===== src/rtl/ex_mem_reg.sv =====
// rtl/ex_mem_reg.sv - EX->MEM pipeline register with signed-overflow trap FSM
module ex_mem_reg #(
    parameter int DATA_W = 32,
    parameter int REG_AW = 5
) (
    input  logic              clk_i,
    input  logic              rst_n,
    input  logic              stall_i,
    input  logic              flush_i,
    input  logic              ex_valid_i,
    input  logic [DATA_W-1:0] ex_pc_i,
    input  logic [DATA_W-1:0] alu_result_i,
    input  logic              alu_overflow_i,
    input  logic              ovf_trap_en_i,
    input  logic [DATA_W-1:0] rt_data_i,
    input  logic [REG_AW-1:0] rd_addr_i,
    input  logic              reg_write_i,
    input  logic              mem_read_i,
    input  logic              mem_write_i,
    input  logic              mem_to_reg_i,
    input  logic              exc_ack_i,
    output logic              mem_valid_o,
    output logic [DATA_W-1:0] mem_alu_result_o,
    output logic [DATA_W-1:0] mem_wdata_o,
    output logic [REG_AW-1:0] mem_rd_addr_o,
    output logic              mem_reg_write_o,
    output logic              mem_mem_read_o,
    output logic              mem_mem_write_o,
    output logic              mem_mem_to_reg_o,
    output logic              exc_o,
    output logic [DATA_W-1:0] epc_o,
    output logic              exc_pending_o
);

    localparam logic [0:0] ST_RUN  = 1'b0;
    localparam logic [0:0] ST_TRAP = 1'b1;

    logic [0:0] state;
    logic       trap_hit;
    logic       load_bubble;
    logic       load_insn;

    // Decide what the pipeline register loads this edge: flush beats stall beats the FSM
    always_comb begin
        trap_hit    = 1'b0;
        load_bubble = 1'b0;
        load_insn   = 1'b0;
        if (flush_i) begin
            load_bubble = 1'b1;
        end else if (!stall_i) begin
            if (state == ST_TRAP) begin
                load_bubble = 1'b1;
            end else if (ex_valid_i && ovf_trap_en_i && alu_overflow_i) begin
                trap_hit    = 1'b1;
                load_bubble = 1'b1;
            end else begin
                load_insn = 1'b1;
            end
        end
    end

    // Pipeline payload: bubbles clear everything, stalls hold, captures gate write controls by valid
    always_ff @(posedge clk_i or negedge rst_n) begin
        if (!rst_n) begin
            mem_valid_o      <= 1'b0;
            mem_alu_result_o <= '0;
            mem_wdata_o      <= '0;
            mem_rd_addr_o    <= '0;
            mem_reg_write_o  <= 1'b0;
            mem_mem_read_o   <= 1'b0;
            mem_mem_write_o  <= 1'b0;
            mem_mem_to_reg_o <= 1'b0;
        end else if (load_bubble) begin
            mem_valid_o      <= 1'b0;
            mem_alu_result_o <= '0;
            mem_wdata_o      <= '0;
            mem_rd_addr_o    <= '0;
            mem_reg_write_o  <= 1'b0;
            mem_mem_read_o   <= 1'b0;
            mem_mem_write_o  <= 1'b0;
            mem_mem_to_reg_o <= 1'b0;
        end else if (load_insn) begin
            mem_valid_o      <= ex_valid_i;
            mem_alu_result_o <= alu_result_i;
            mem_wdata_o      <= rt_data_i;
            mem_rd_addr_o    <= rd_addr_i;
            mem_reg_write_o  <= reg_write_i & ex_valid_i;
            mem_mem_read_o   <= mem_read_i & ex_valid_i;
            mem_mem_write_o  <= mem_write_i & ex_valid_i;
            mem_mem_to_reg_o <= mem_to_reg_i;
        end
    end

    // Trap FSM: RUN traps on signed overflow, TRAP squashes until the handler acknowledges
    always_ff @(posedge clk_i or negedge rst_n) begin
        if (!rst_n) begin
            state <= ST_RUN;
            exc_o <= 1'b0;
            epc_o <= '0;
        end else if (flush_i || stall_i) begin
            exc_o <= 1'b0;
        end else if (state == ST_TRAP) begin
            exc_o <= 1'b0;
            if (exc_ack_i) begin
                state <= ST_RUN;
            end
        end else if (trap_hit) begin
            state <= ST_TRAP;
            exc_o <= 1'b1;
            epc_o <= ex_pc_i;
        end else begin
            exc_o <= 1'b0;
        end
    end

    assign exc_pending_o = (state == ST_TRAP);

endmodule


===== config.mk =====
export PLATFORM = sky130hd
export DESIGN_NAME = ex_mem_reg
export DESIGN_NICKNAME = d
export VERILOG_FILES = /design/src/rtl/ex_mem_reg.sv
export SDC_FILE = /design/constraint.sdc
export NUM_CORES = 1
export LEC_CHECK = 0
export CELL_PAD_IN_SITES_DETAIL_PLACEMENT = 1
export CELL_PAD_IN_SITES_GLOBAL_PLACEMENT = 2
export CORE_ASPECT_RATIO = 1.4
export CORE_UTILIZATION = 25
export DETAILED_ROUTE_END_ITERATION = 7
export PLACE_DENSITY_LB_ADDON = 0.1
export SETUP_SLACK_MARGIN = 0.02
export SYNTH_ARGS = -nofsm -noshare
export SYNTH_HDL_FRONTEND = slang
export SYNTH_SLANG_ARGS = --single-unit

===== constraint.sdc =====
create_clock -name clk_i -period 2.44 [get_ports clk_i]
set_clock_uncertainty 0.05 [all_clocks]
set_input_delay 0.366 -clock clk_i [delete_from_list [all_inputs] [get_ports clk_i]]
set_output_delay 0.366 -clock clk_i [all_outputs]
set_load 0.005 [all_outputs]

==> results.cfg, run 1 <==
[clocking]
cts_tree = done
cts_sinks = 108
cts_root_buf = clkbuf_16
cts_made_buffers = 9
clock_path_buffers = 2
clock_latency_ns = 0.34
clk_pin_slew_ns = 0.08
cts.htree.levels = 3

[grt]
grt-ovfl-total = 0
top_usage_layer = met2
grt_util_met1 = 0.179
grt_max_degree = 57
track_usage = 0.148
met3_usage = 0.0642
antenna_found_initial = 0
gr-usage-met2 = 0.238
grt_pass1_vias = 3220
grt_pass1_wl_um = 17900

[detailed_routing]
vias = 2985
drc_errors = 0
drt-initial-drc-count = 68
vias_per_cell = 4.52
wl_per_cell_um = 17.8
first_pass_iters = 4
routed_wl_um = 11700
antenna_left = 0

[sta]
hold_viol_final = 0
rsz0062_at_grt = no
report.final.setup_viol = 0
max-slew-margin-rel = 0.679
slew_violations = 0
fmax_mhz = 549
tightest_slew_ns = 0.481
period_minus_slack_ns = 1.82
timing.setup.tns_ns = 0
period_share = 0.746

[synthesis]
syn_nets = 353
ys_ff_latch = 108
synth-edff-count = 0
syn_inst = 240
ys_warn_count = 0
synth_area_leaders = dfrtp_1, a22o_1, mux2_2
yosys.cell_count.top_type = dfrtp_1
synth_area_per_cell_um2 = 16.2
synth_ff_type = dfrtp_1
synth_top_area_cell = dfrtp_1
synth_common_cells = dfrtp_1, a22o_1, mux2_2
async_reset_ff_frac = 1.00
syn_area_um2 = 3880
synth.distinct_cells = 16
synth_top_area_share = 0.697
synth_seq_area_share = 0.697

[cells_and_area]
nFillCells = 1556
area_growth_pct = 71.5
post-route-util = 0.442
drive_gt1_frac = 0.124
regArea_um2 = 2700
antenna_cells = 0
layout.nets = 576
multi_input_area_um2 = 1080

[worst_setup_path]
crit_buf_inv = 3
path_delay_family = buffers and inverters
slowest_stage = clkdlybuf4s50_1
critPathLaunchType = input pin
critPathRequiredTime_ns = 2.62
crit_path_end_kind = flip-flop
worstPathMaxFanout = 24
crit_type = in2reg
cpPeakStageDelay_ns = 0.60
r2r_start = exc_pending_o
worstPathArrival_ns = 2.00
worstPathCellList = clkdlybuf4s50_1 > nand3_2 > and3b_2 > buf_12 > buf_12 > a22o_1
cpMostUsedCell = buf_12
startpoint = ex_valid_i

[floorplanning]
num_rows = 53
die_h_um = 149
dieArea_um2 = 16000
start_util = 0.258
pin_count = 221
core_area_um2 = 15100
die_w_um = 107

[place]
dp_hpwl_um = 8550
gp_congestion = 0.725
portBuffers = 220

[hold_path]
hold_path.class = in2async

[power]
leakagePower_nw = 2.88
power_density_nw_per_um2 = 677
ir_drop_mv = 0.324

[run_status]
status = complete, no violations

[run]
max_cap_violations = 0
==> layout make-up <==
| type | instances | share of cell area |
|---|---|---|
| repair buffers | 231 | 0.351 |
| well taps | 192 | 0.0361 |
| multi-input cells | 113 | 0.163 |
| clock inverters | 4 | 0.00489 |
| flip-flops and latches | 108 | 0.406 |
| clock buffers | 12 | 0.0386 |
==> worst reg2reg max path: cells and delay by family, from the launching register on <==
kind	cells	cell delay, ns
multiplexers	1	0.38
AND/OR/NAND/NOR	1	0.35
flip-flops	1	0.45
buffers and inverters	1	0.26
==> cell families (layout without fill, tap and decap cells) <==
| logic type | count (synthesis) | in the layout | synth area share |
|---|---|---|---|
| flip-flops | 108 | 108 | 0.697 |
| AO/OA/AOI/OAI | 75 | 75 | 0.170 |
| multiplexers | 32 | 32 | 0.0930 |
| buffers and inverters | 19 | 247 | 0.0258 |
| AND/OR/NAND/NOR | 6 | 6 | 0.0139 |
==> flip-flops by register name, summed over array words and instances, names as in the netlist, 5 cells and up <==
name,flops
mem_wdata_o,32
epc_o,32
mem_alu_result_o,32
mem_rd_addr_o,5
==> final timing paths <==
kind	end	slack, ns	cells past startpoint
worst max-delay path	mem_wdata_o[6]	0.62	6
worst min-delay path	epc_o[13]	0.42	2
worst max register to register	epc_o[21]	0.85	3
worst min register to register	mem_reg_write_o	0.44	1
max in group asynchronous	mem_wdata_o[31]	1.21	3
min in group clk_i	mem_reg_write_o	0.44	1
==> layout by cell type, fill, tap and decap left out, types with 2 or more instances in the layout <==
cell,synthesis,layout
buf_12,0,4
clkbuf_16,0,9
clkbuf_8,0,2
mux2_2,28,28
a32o_1,3,3
a22o_1,71,71
buf_4,0,7
dfrtp_1,108,108
mux2_1,4,4
clkdlybuf4s50_1,0,219
clkinvlp_4,0,2
==> metal layers <==
layer  up-vias  wire length (um)
li1       1346                 -
met1      1483              4730
met2       145              5570
met3        11              1280
met4         0               161
met5         -                 0
==> through the flow <==
stage	setup slack [ns]	power (mW)	hold slack (ns)	area, um2	instances
finish	0.620	4.50	0.425	6650	660
global route	0.548	4.73	0.450	6650	660
CTS	0.633	4.59	0.429	6650	660
detailed placement	0.262	3.14	0.264	6350	643
global placement	0.282	3.11	0.270	6350	643
floorplan	0.837	2.39	0.0204	3880	240
==> power by group <==
group | switching, mW | internal [mW] | total [mW] | leakage (nW)
registers | 0.113 | 2.00 | 2.11 | 1.42
logic | 0.293 | 0.677 | 0.970 | 1.32
clock network | 0.665 | 0.756 | 1.42 | 0.135
total | 1.07 | 3.43 | 4.50 | 2.88
==> repair_timing <==
action / 4_1_cts / 5_1_grt
gates resized for setup: 0 / 0
endpoints found under the setup margin: 0 / 0
hold buffers: 1 / 0
buffers inserted: 0 / 0
endpoints found under the hold margin: 26 / 0
Power figures use the tool's default switching activity.
==> inputs of run 2 (changes only) <==
CORE_UTILIZATION = 24   (was 25)
clock period = 1.9 ns   (was 2.44 ns; I/O delays follow)
==> results.cfg, run 2 (synthesized netlist as in run 1, its figures left out) <==
[cells_and_area]
layout.nets = 576
drive_gt1_frac = 0.122
layout_common_cells = clkdlybuf4s50_1, dfrtp_1, a22o_1
top_regs = epc_o (32), mem_alu_result_o (32), mem_wdata_o (32)
final_common_cell = clkdlybuf4s50_1
antenna_cells = 0
area_growth_pct = 74.0
final_area_um2 = 6740

[worst_setup_path]
worstPathArrival_ns = 1.34
worstPathMaxFanout = 4
critPathRequiredTime_ns = 1.56
r2r_cells = 3
crit_path_end_kind = primary output
path_delay_family = buffers and inverters
slowest_stage = clkdlybuf4s50_1
crit_buf_inv = 1
worstPathCellList = clkdlybuf4s50_1
r2r_start = exc_pending_o
r2r_setup_slack_ns = 0.29
timing.rr.end = epc_o[17]
cpPeakStageDelay_ns = 0.57
crit_type = reg2out
critPathLaunchType = flip-flop

[detailed_routing]
vias = 3019
first_pass_iters = 4
wl_per_cell_um = 17.7
drc_errors = 0
routed_wl_um = 11700
drt-initial-drc-count = 88
vias_per_cell = 4.55
antenna_left = 0

[clocking]
clock_latency_ns = 0.33
cts_sinks = 108
cts_tree = done
clock_path_buffers = 2
cts_resized = 0
cts_made_buffers = 9
clk_pin_slew_ns = 0.07
cts_root_buf = clkbuf_16
cts.htree.levels = 3

[sta]
rsz0062_at_grt = no
slew_violations = 0
report.final.setup_viol = 0
tightest_slew_ns = 0.319
fmax_mhz = 598
period_minus_slack_ns = 1.67
period_share = 0.880
hold_viol_final = 0
max-slew-margin-rel = 0.787

[grt]
track_usage = 0.144
grt_pass1_wl_um = 18400
grt_max_degree = 62
antenna_found_initial = 0
grt_pass1_vias = 3307
grt-ovfl-total = 0

[power]
fin_total_pwr_mw = 6.11
ir_drop_mv = 0.454
leakagePower_nw = 2.91
power_density_nw_per_um2 = 907

[place]
placed_cell_area_um2 = 6390
portBuffers = 220
dp_hpwl_um = 8410
gp_congestion = 0.687

[run_status]
status = complete, no violations

[hold_path]
hold_path.class = in2async

[floorplanning]
num_rows = 54
die_h_um = 152
die_w_um = 109
start_util = 0.247
core_area_um2 = 15700
dieArea_um2 = 16700
pin_count = 221

[run]
max_cap_violations = 0
==> run 2: cell count changes in the layout (fill, tap and decap cells not counted) <==
cell	delta
clkbuf_8	-1
buf_4	-3
bufinv_16	+3
clkinv_4	-1
inv_6	-1
buf_12	+3
clkinvlp_4	-1
==> run 2: stage by stage <==
| step | setup slack, ns | TNS (ns) | hold WS, ns | util | instances |
|---|---|---|---|---|---|
| 4_1_cts | 0.190 | 0 | 0.441 | 0.430 | 663 |
| 2_1_floorplan | 0.297 | 0 | -0.0606 | - | 240 |
| 5_1_grt | 0.162 | 0 | 0.458 | 0.430 | 663 |
| 3_3_place_gp | -0.0506 | -1.50 | 0.265 | 0.408 | 647 |
| 3_5_place_dp | -0.0890 | -2.14 | 0.270 | 0.408 | 647 |
| 6_report | 0.228 | 0 | 0.427 | 0.430 | 663 |
==> run 2: final cells by class <==
type,instances,area [um2]
multi-input cells,113,1080
clock buffers,11,243
fillers,1670,8930
repair buffers,231,2370
flip-flops and latches,108,2700
well taps,196,245
clock inverters,4,97.6
==> run 2: worst max path at each step <==
stage	to	slack (ns)	start	cells after the start
6_report	exc_pending_o	0.23	exc_pending_o	1
3_5_place_dp	epc_o[17]	-0.09	ex_valid_i	5
3_3_place_gp	epc_o[10]	-0.05	ex_valid_i	5
2_1_floorplan	epc_o[10]	0.30	exc_pending_o	3
4_1_cts	exc_pending_o	0.19	exc_pending_o	1
5_1_grt	exc_pending_o	0.16	exc_pending_o	1
==> run 2: worst min-delay path, cell delays in order <==
cell,delay [ns]
dlygate4sd3_1,0.53
buf_4,0.14
buf_12,0.26
==> run 2: per-layer routing <==
layer | track usage | up-vias | wire length [um]
met2 | 0.224 | 156 | 5460
met5 | 0 | - | 0
met4 | 0.0483 | 0 | 181
met1 | 0.171 | 1508 | 4550
met3 | 0.0706 | 12 | 1550
li1 | - | 1343 | -
==> run 2: power breakdown <==
part           internal (mW)  switching (mW)
clock                   1.32           0.819
combinational          0.878           0.382
sequential              2.57           0.144
total                   4.77            1.34
==> run 2: timing repair <==
item / 4_1_cts / 5_1_grt
setup endpoints to repair: 0 / 0
buffers inserted: 0 / 0
hold endpoints to repair: 108 / 0
hold buffers: 1 / 0
